### src/rtl/cache_ctrl_fsm.sv
// ---------------------------------------------------------------------------
// cache_ctrl_fsm
//
// Control state machine for a 2-way set-associative cache.
//
// It takes the per-set hit/way-select result from the hit logic and drives the
// cache datapath:
//   - tag, valid, dirty and data array loads
//   - LRU updates
//   - writeback of a dirty victim line and line fill over the physical-memory
//     port
//
// It also keeps saturating performance counters.
//
// Ports
//   i_clk, i_rst        clock (rising edge); asynchronous active-high reset
//
//   CPU side
//   i_mem_read          read request, held with its address until o_mem_resp
//   i_mem_write         write request, held with address/data until o_mem_resp
//   o_mem_resp          request complete, one-cycle pulse
//
//   Hit logic
//   i_hit               hit in the current set
//   i_way_sel           hit way on a hit, LRU victim way on a miss
//   i_valid_sel         valid bit of the selected way
//   i_dirty_sel         dirty bit of the selected way
//
//   Physical memory
//   o_pmem_read         line-fill request
//   o_pmem_write        writeback request
//   i_pmem_resp         transaction done, one-cycle pulse
//   o_pmem_addr_sel     0 = CPU address, 1 = victim (stored tag) address
//
//   Datapath control
//   o_load_data         write the data line of the selected way
//   o_data_src_sel      0 = line from pmem, 1 = CPU data merged by byte enable
//   o_load_tag          write the tag of the selected way
//   o_load_valid        set the valid bit of the selected way
//   o_set_dirty         set the dirty bit of the selected way
//   o_clr_dirty         clear the dirty bit of the selected way
//   o_load_lru          write the LRU bit of the current set
//   o_lru_in            LRU value to write (the way not just used)
//
//   Counters (saturating)
//   o_hit_count         requests completed as hits
//   o_miss_count        requests entering miss handling
//   o_wb_count          completed writebacks
// ---------------------------------------------------------------------------
module cache_ctrl_fsm #(
    parameter int CNT_WIDTH = 16
) (
    input  logic                 i_clk,
    input  logic                 i_rst,
    input  logic                 i_mem_read,
    input  logic                 i_mem_write,
    output logic                 o_mem_resp,
    input  logic                 i_hit,
    input  logic                 i_way_sel,
    input  logic                 i_valid_sel,
    input  logic                 i_dirty_sel,
    output logic                 o_pmem_read,
    output logic                 o_pmem_write,
    input  logic                 i_pmem_resp,
    output logic                 o_pmem_addr_sel,
    output logic                 o_load_data,
    output logic                 o_data_src_sel,
    output logic                 o_load_tag,
    output logic                 o_load_valid,
    output logic                 o_set_dirty,
    output logic                 o_clr_dirty,
    output logic                 o_load_lru,
    output logic                 o_lru_in,
    output logic [CNT_WIDTH-1:0] o_hit_count,
    output logic [CNT_WIDTH-1:0] o_miss_count,
    output logic [CNT_WIDTH-1:0] o_wb_count
);

    typedef enum logic [1:0] {
        CHECK     = 2'd0,
        WRITEBACK = 2'd1,
        ALLOCATE  = 2'd2
    } state_t;

    localparam logic [CNT_WIDTH-1:0] CNT_ONE = {{(CNT_WIDTH-1){1'b0}}, 1'b1};
    localparam logic [CNT_WIDTH-1:0] CNT_MAX = {CNT_WIDTH{1'b1}};

    state_t               r_state;
    logic [CNT_WIDTH-1:0] r_hit_count;
    logic [CNT_WIDTH-1:0] r_miss_count;
    logic [CNT_WIDTH-1:0] r_wb_count;

    logic w_req;
    logic w_req_hit;
    logic w_req_miss;

    // A simultaneous read and write is handled as a write, which is why only
    // i_mem_write is consulted for the write-specific controls below.
    assign w_req      = i_mem_read | i_mem_write;
    assign w_req_hit  = w_req & i_hit;
    assign w_req_miss = w_req & ~i_hit;

    // Outputs are combinational so a hit completes in the same cycle the
    // request is seen. Reset forces everything low, so a pmem transaction or
    // array load cannot leak out while reset is held.
    always_comb begin
        o_mem_resp      = 1'b0;
        o_pmem_read     = 1'b0;
        o_pmem_write    = 1'b0;
        o_pmem_addr_sel = 1'b0;
        o_load_data     = 1'b0;
        o_data_src_sel  = 1'b0;
        o_load_tag      = 1'b0;
        o_load_valid    = 1'b0;
        o_set_dirty     = 1'b0;
        o_clr_dirty     = 1'b0;
        o_load_lru      = 1'b0;
        o_lru_in        = 1'b0;
        if (!i_rst) begin
            case (r_state)
                CHECK: begin
                    if (w_req_hit) begin
                        o_mem_resp = 1'b1;
                        o_load_lru = 1'b1;
                        o_lru_in   = ~i_way_sel;
                        if (i_mem_write) begin
                            o_load_data    = 1'b1;
                            o_data_src_sel = 1'b1;
                            o_set_dirty    = 1'b1;
                        end
                    end
                end
                WRITEBACK: begin
                    o_pmem_write    = 1'b1;
                    o_pmem_addr_sel = 1'b1;
                end
                ALLOCATE: begin
                    o_pmem_read = 1'b1;
                    // The fill is installed in the response cycle, so the
                    // next CHECK cycle sees a hit and completes the request.
                    if (i_pmem_resp) begin
                        o_load_data  = 1'b1;
                        o_load_tag   = 1'b1;
                        o_load_valid = 1'b1;
                        o_clr_dirty  = 1'b1;
                    end
                end
                default: ;
            endcase
        end
    end

    // State sequencing and saturating counters. The LRU bit is only written
    // on a CHECK hit, so i_way_sel keeps naming the same victim throughout
    // WRITEBACK and ALLOCATE. A request dropped mid-miss still finishes its
    // pmem transaction and returns to CHECK, where no response is issued.
    always_ff @(posedge i_clk or posedge i_rst) begin
        if (i_rst) begin
            r_state      <= CHECK;
            r_hit_count  <= '0;
            r_miss_count <= '0;
            r_wb_count   <= '0;
        end else begin
            case (r_state)
                CHECK: begin
                    if (w_req_hit && r_hit_count != CNT_MAX) begin
                        r_hit_count <= r_hit_count + CNT_ONE;
                    end
                    if (w_req_miss) begin
                        if (r_miss_count != CNT_MAX) begin
                            r_miss_count <= r_miss_count + CNT_ONE;
                        end
                        r_state <= (i_valid_sel && i_dirty_sel) ? WRITEBACK : ALLOCATE;
                    end
                end
                WRITEBACK: begin
                    if (i_pmem_resp) begin
                        if (r_wb_count != CNT_MAX) begin
                            r_wb_count <= r_wb_count + CNT_ONE;
                        end
                        r_state <= ALLOCATE;
                    end
                end
                ALLOCATE: begin
                    if (i_pmem_resp) begin
                        r_state <= CHECK;
                    end
                end
                default: r_state <= CHECK;
            endcase
        end
    end

    assign o_hit_count  = r_hit_count;
    assign o_miss_count = r_miss_count;
    assign o_wb_count   = r_wb_count;

endmodule

### config.mk
export PLATFORM = sky130hd
export DESIGN_NAME = cache_ctrl_fsm
export DESIGN_NICKNAME = d
export VERILOG_FILES = /design/src/rtl/cache_ctrl_fsm.sv
export SDC_FILE = /design/constraint.sdc
export NUM_CORES = 1
export LEC_CHECK = 0
export BUFFER_PORTS_ARGS = -buffer_cell sky130_fd_sc_hd__buf_4
export CAP_MARGIN = 30
export CORE_MARGIN = 3
export CORE_UTILIZATION = 52
export CTS_CLUSTER_SIZE = 16
export DETAILED_ROUTE_END_ITERATION = 12
export PLACE_DENSITY = 0.77
export SETUP_SLACK_MARGIN = 0.15
export SLEW_MARGIN = 25
export SYNTH_ARGS = -nofsm -noshare
export SYNTH_HDL_FRONTEND = slang
export SYNTH_SLANG_ARGS = --single-unit
### constraint.sdc
create_clock -name i_clk -period 2.3 [get_ports i_clk]
set_input_delay 0.115 -clock i_clk [delete_from_list [all_inputs] [get_ports i_clk]]
set_output_delay 0.115 -clock i_clk [all_outputs]
set_load 0.005 [all_outputs]
==> Word level (Yosys, flattened, before mapping) <==
Index checks and enable logic that the tools add are counted.
{ "word_totals": {"out_inout_bits": 60, "in_bits": 9, "reg_bits": 50, "wordCells": 51} }
{ "op_classes": {"bitwise_logic": 5, "reduce_logical": 7, "mux": 24, "n_eq_ne": 8, "add_sub_neg": 3} }
{ "ops": {"columns": ["cell", "count"], "rows": [
  ["16-bit by 1-bit adder with 16-bit output (second input constant)", 3],
  ["16-bit inequality test (second input constant)", 3],
  ["1-bit two-way mux", 18],
  ["3-bit AND reduction", 3],
  ["2-bit two-way mux", 4],
  ["2-bit inequality test (second input constant)", 3],
  ["2-bit case mux with 3 select lines", 1],
  ["1-bit AND", 2],
  ["2-bit by 1-bit equality test with 1-bit output (second input constant)", 1],
  ["2-bit equality test (second input constant)", 1],
  ["1-bit logical AND", 2],
  ["2-bit zero test", 1],
  ["1-bit NOT", 2],
  ["1-bit case mux with 2 select lines", 1],
  ["2-bit AND reduction", 1],
  ["1-bit bitwise OR", 1]
]} }

==> Longest topological paths before layout <==
{ "logic_depth": {"ltp_word": 5, "ltp_mapped": 6, "mapped_depth_nobuf": 5} }

==> Least setup slack after synthesis <==
Ideal clock, no wire load.
{ "synth_path": {"kind": "input-to-output", "start": "in i_rst", "end": "out o_load_data", "arrival_ns": 1.689, "path_slack_ns": 0.496, "n_path_buf": 0, "cell_stages": 3, "required_ns": 2.185, "cell_sequence": "inv_1 -> and4_1 -> or2_2"} }
{ "synth_between": {"elab_chain_len": 1} }
{ "synth_lines": {"columns": ["element", "line_no", "rtl"], "rows": [
  ["start, declared", "54", "input logic i_rst,"],
  ["1-bit two-way mux", "119", "if (!i_rst) begin"],
  ["end, declared", "66", "output logic o_load_data,"]
]} }
No other way between the ends.

==> Worst setup path after layout <==
{ "layout_path": {"start": "reg r_hit_count[0], in the netlist o_hit_count[0]", "end": "reg r_hit_count[6], in the netlist o_hit_count[6]"} }
{ "layout_between": {"elab_chain_len": 3, "word_cells_on_any_way": 4, "classes_between": "add/sub: 1; eq/ne: 1; reduce/logical: 2"} }
{ "layout_lines": {"columns": ["element", "line_no", "rtl"], "rows": [
  ["start, declared", "89", "logic [CNT_WIDTH-1:0] r_hit_count;"],
  ["start signal, assigned", "167", "r_hit_count <= r_hit_count + CNT_ONE;"],
  ["branches (longest 3 deep; another with 16-bit by 1-bit adder with 16-bit output)", null, null]
]} }
Several ways; the timed one is not identified.
A chain may end at the register's enable or synchronous reset.

==> impl_metrics.ini <==
[cts]
numCtsBuffers = 5
clock-sinks = 50
post_cts_buffers = 0
cts_hold_buffers = 0
cts_tree = yes
clockBufferDepth = 2
cts_root_buffer = clkbuf_8
cts_resized = 0
cts-htree-levels = 2
clk_latency_ns = 0.31
clkSlewWorstSetupHoldPaths_ns = 0.10

[global_routing]
gr-total-overflow = 0
grt_pass1_vias = 2029
grt_use_met3_pct = 4.749
gr-usage-met2_pct = 32.70
grt_usage_pct = 21.18
grt_pass1_wl_um = 9225
grt_start_max_net_pins = 51
antenna_found_initial = 0
met1_usage_pct = 28.74
grt-busiest-layer = met2

[power_and_ir_drop]
power_leakage_nw = 1.576
irDropWorstVdd_uv = 592.0
power_density_nw_per_um2 = 736.3

[flow_run]
drv_cap = 0

[worst_setup_path]
crit_arrival_ns = 2.16
worstSetupEndpoint = o_hit_count[6]
reg2reg_to = o_hit_count[6]
crit_start = o_hit_count[0]
worstSetupPathType = reg -> reg
rrSetupSlack_ns = 0.31
critPathMaxFanout = 9
ff2ff_path_depth = 6
critPathCaptureType = flip-flop
critPathRequiredTime_ns = 2.47
timing.rr.start = o_hit_count[0]
start_kind = flip-flop

[placement]
post_dp_cell_area_um2 = 3110
placed_cells = 371
post-place-ws_ns = 0.4368
dp_hpwl_um = 4184
port-buffer-count = 68
gp_congestion = 0.8511

[logic_synthesis]
yosysWarnings = 0
synthCells = 241
synth_nets = 253
synth_area_um2 = 2532
synth_edf_count = 0
ys_seq_area_share_pct = 49.41
yosysUniqueCellTypes = 40
ys_async_sr_fraction_pct = 100.0
synth_seq_cells = 50
synth_top_flop_cell = dfrtp_1
syn_area_per_cell_um2 = 10.51

[layout]
antenna_cells = 0
fin_nets = 325
fillers = 362
instances_no_fill = 379
area_growth_pct = 27.17
postLayoutCoreUtil_pct = 71.03
drive_gt1_share_pct = 28.98
fin_area_um2 = 3221

[drt]
drc = 0
drtPass1Iterations = 4
route.detailed.wl_per_inst_um = 14.78
vias = 2123
viasPerCell = 5.602
wl_um = 5602
ant_nets = 0
drt_iter0_drc = 157

[timing]
setup_slack_ns = 0.3103
min_period_ns = 1.990
slew_viol_final = 0
hold_viol = 0
rsz0062_at_grt = false
finalSetupViolations = 0
clock_skew_ns = 0.009685
post-route-period-util_pct = 86.51
clock.fmax_ghz = 0.5026
max_slew_margin_pct = 54.33
fin_tns_setup_ns = 0
tightest_slew_ns = 0.6787

[floorplan]
dieArea_um2 = 5743
die_x_um = 75.79
pin_count = 69
initial_utilization_pct = 55.85
core_um2 = 4534
fp.dieH_um = 75.79
rows = 24

[run_status]
run_status = finished, final reports clean

[worst_hold_path]
hold_class = in -> async
-- worst min-delay path by stage --
stage	slack, ns	to	cells after the start	start
5_1_grt	0.07	o_hit_count[7]	3	i_rst
3_5_place_dp	0.37	o_hit_count[4]	3	i_rst
4_1_cts	0.04	r_state[1]	3	i_rst
3_3_place_gp	0.37	o_hit_count[4]	3	i_rst
6_report	0.02	r_state[1]	3	i_rst
2_1_floorplan	0.26	o_lru_in	1	i_way_sel
-- critical path, cell delays in order (launching register included) --
cell and delay (ns):
dfrtp_1 0.41, ha_1 0.22, nand4_1 0.16, nor4_1 0.56, buf_4 0.27, nor4b_1 0.07
xor2_1 0.16
-- per-layer routing --
| metal | wire length [um] | share of wire [%] |
|---|---|---|
| met5 | 0 | 0 |
| met4 | 85 | 1.5 |
| met3 | 284 | 5.1 |
| met2 | 2644 | 47 |
| met1 | 2588 | 46 |
-- synth_stat cells (2+ instances only) --
library cell	count	area, um^2
nor4b_1	3	26.28
or2_2	2	12.51
nand2_1	22	82.58
dfrtp_1	50	1251
o211ai_1	2	15.01
buf_2	2	10.01
buf_4	5	37.54
mux2_2	4	45.04
nor4_2	2	25.02
nand4_1	18	112.6
ha_1	3	37.54
nor2b_1	2	12.51
inv_1	2	7.510
a21oi_1	3	15.01
nor4_1	12	75.07
and2_1	2	12.51
and4_1	4	35.03
xor2_1	31	271.5
nor3b_1	4	30.03
nor3_1	14	70.07
xnor2_1	9	78.83
nand3_1	13	65.06
and3_1	8	50.05
nor2_1	7	26.28
o21ai_0	2	10.01
-- cell families after synthesis --
kind of cell,count (synthesis),synth area share [%]
and+or+nand+nor,121,27.62
DFF,50,49.41
muxes,5,2.174
adders and majority gates,3,1.482
xor gates and xnor gates,40,13.83
buffers and inverters,10,2.322
AOI/OAI and AO/OA,12,3.162
-- report_power, final --
| group | internal [mW] | leakage [nW] | switching (mW) |
|---|---|---|---|
| Combinational | 0.331 | 0.865 | 0.250 |
| Sequential | 1.00 | 0.660 | 0.166 |
| Clock | 0.325 | 0.0514 | 0.296 |
| Total | 1.66 | 1.58 | 0.712 |
-- placed cells by master (no fill, tap or decap), drive strengths merged, types with 2 or more instances in the layout --
cell type,count
buf,73
nand2,22
and2,2
mux2,4
or2,3
nor3b,4
xnor2,9
and4,4
inv,2
nor2,7
and3,8
clkbuf,6
nor4b,3
xor2,31
o211ai,2
nor3,14
or3,2
ha,3
nand4,18
a21oi,3
nor4,14
nand3,13
o21ai,2
nor2b,2
dfrtp,50
-- metrics by stage --
step	hold WS, ns	power, mW
6_report	0.01900	2.371
5_1_grt	0.07278	2.521
4_1_cts	0.03737	2.387
3_5_place_dp	0.3723	1.772
3_3_place_gp	0.3691	1.750
2_1_floorplan	0.2642	1.451
-- area by class of cell --
cell class              count  area, um^2  area share (%)
well taps                  65       81.33           2.525
clock inverters             2       37.54           1.166
inverters                   2       7.507          0.2331
multi-input cells         181        1222           37.96
flip-flops and latches     50        1251           38.85
repair buffers             73       548.0           17.02
clock buffers               6       72.57           2.253
-- flip-flops by register name, indices dropped and copies added (netlist names) --
signal,count
o_miss_count,16
r_state,2
o_wb_count,16
o_hit_count,16
No activity file was read; power rests on OpenSTA's default activity.
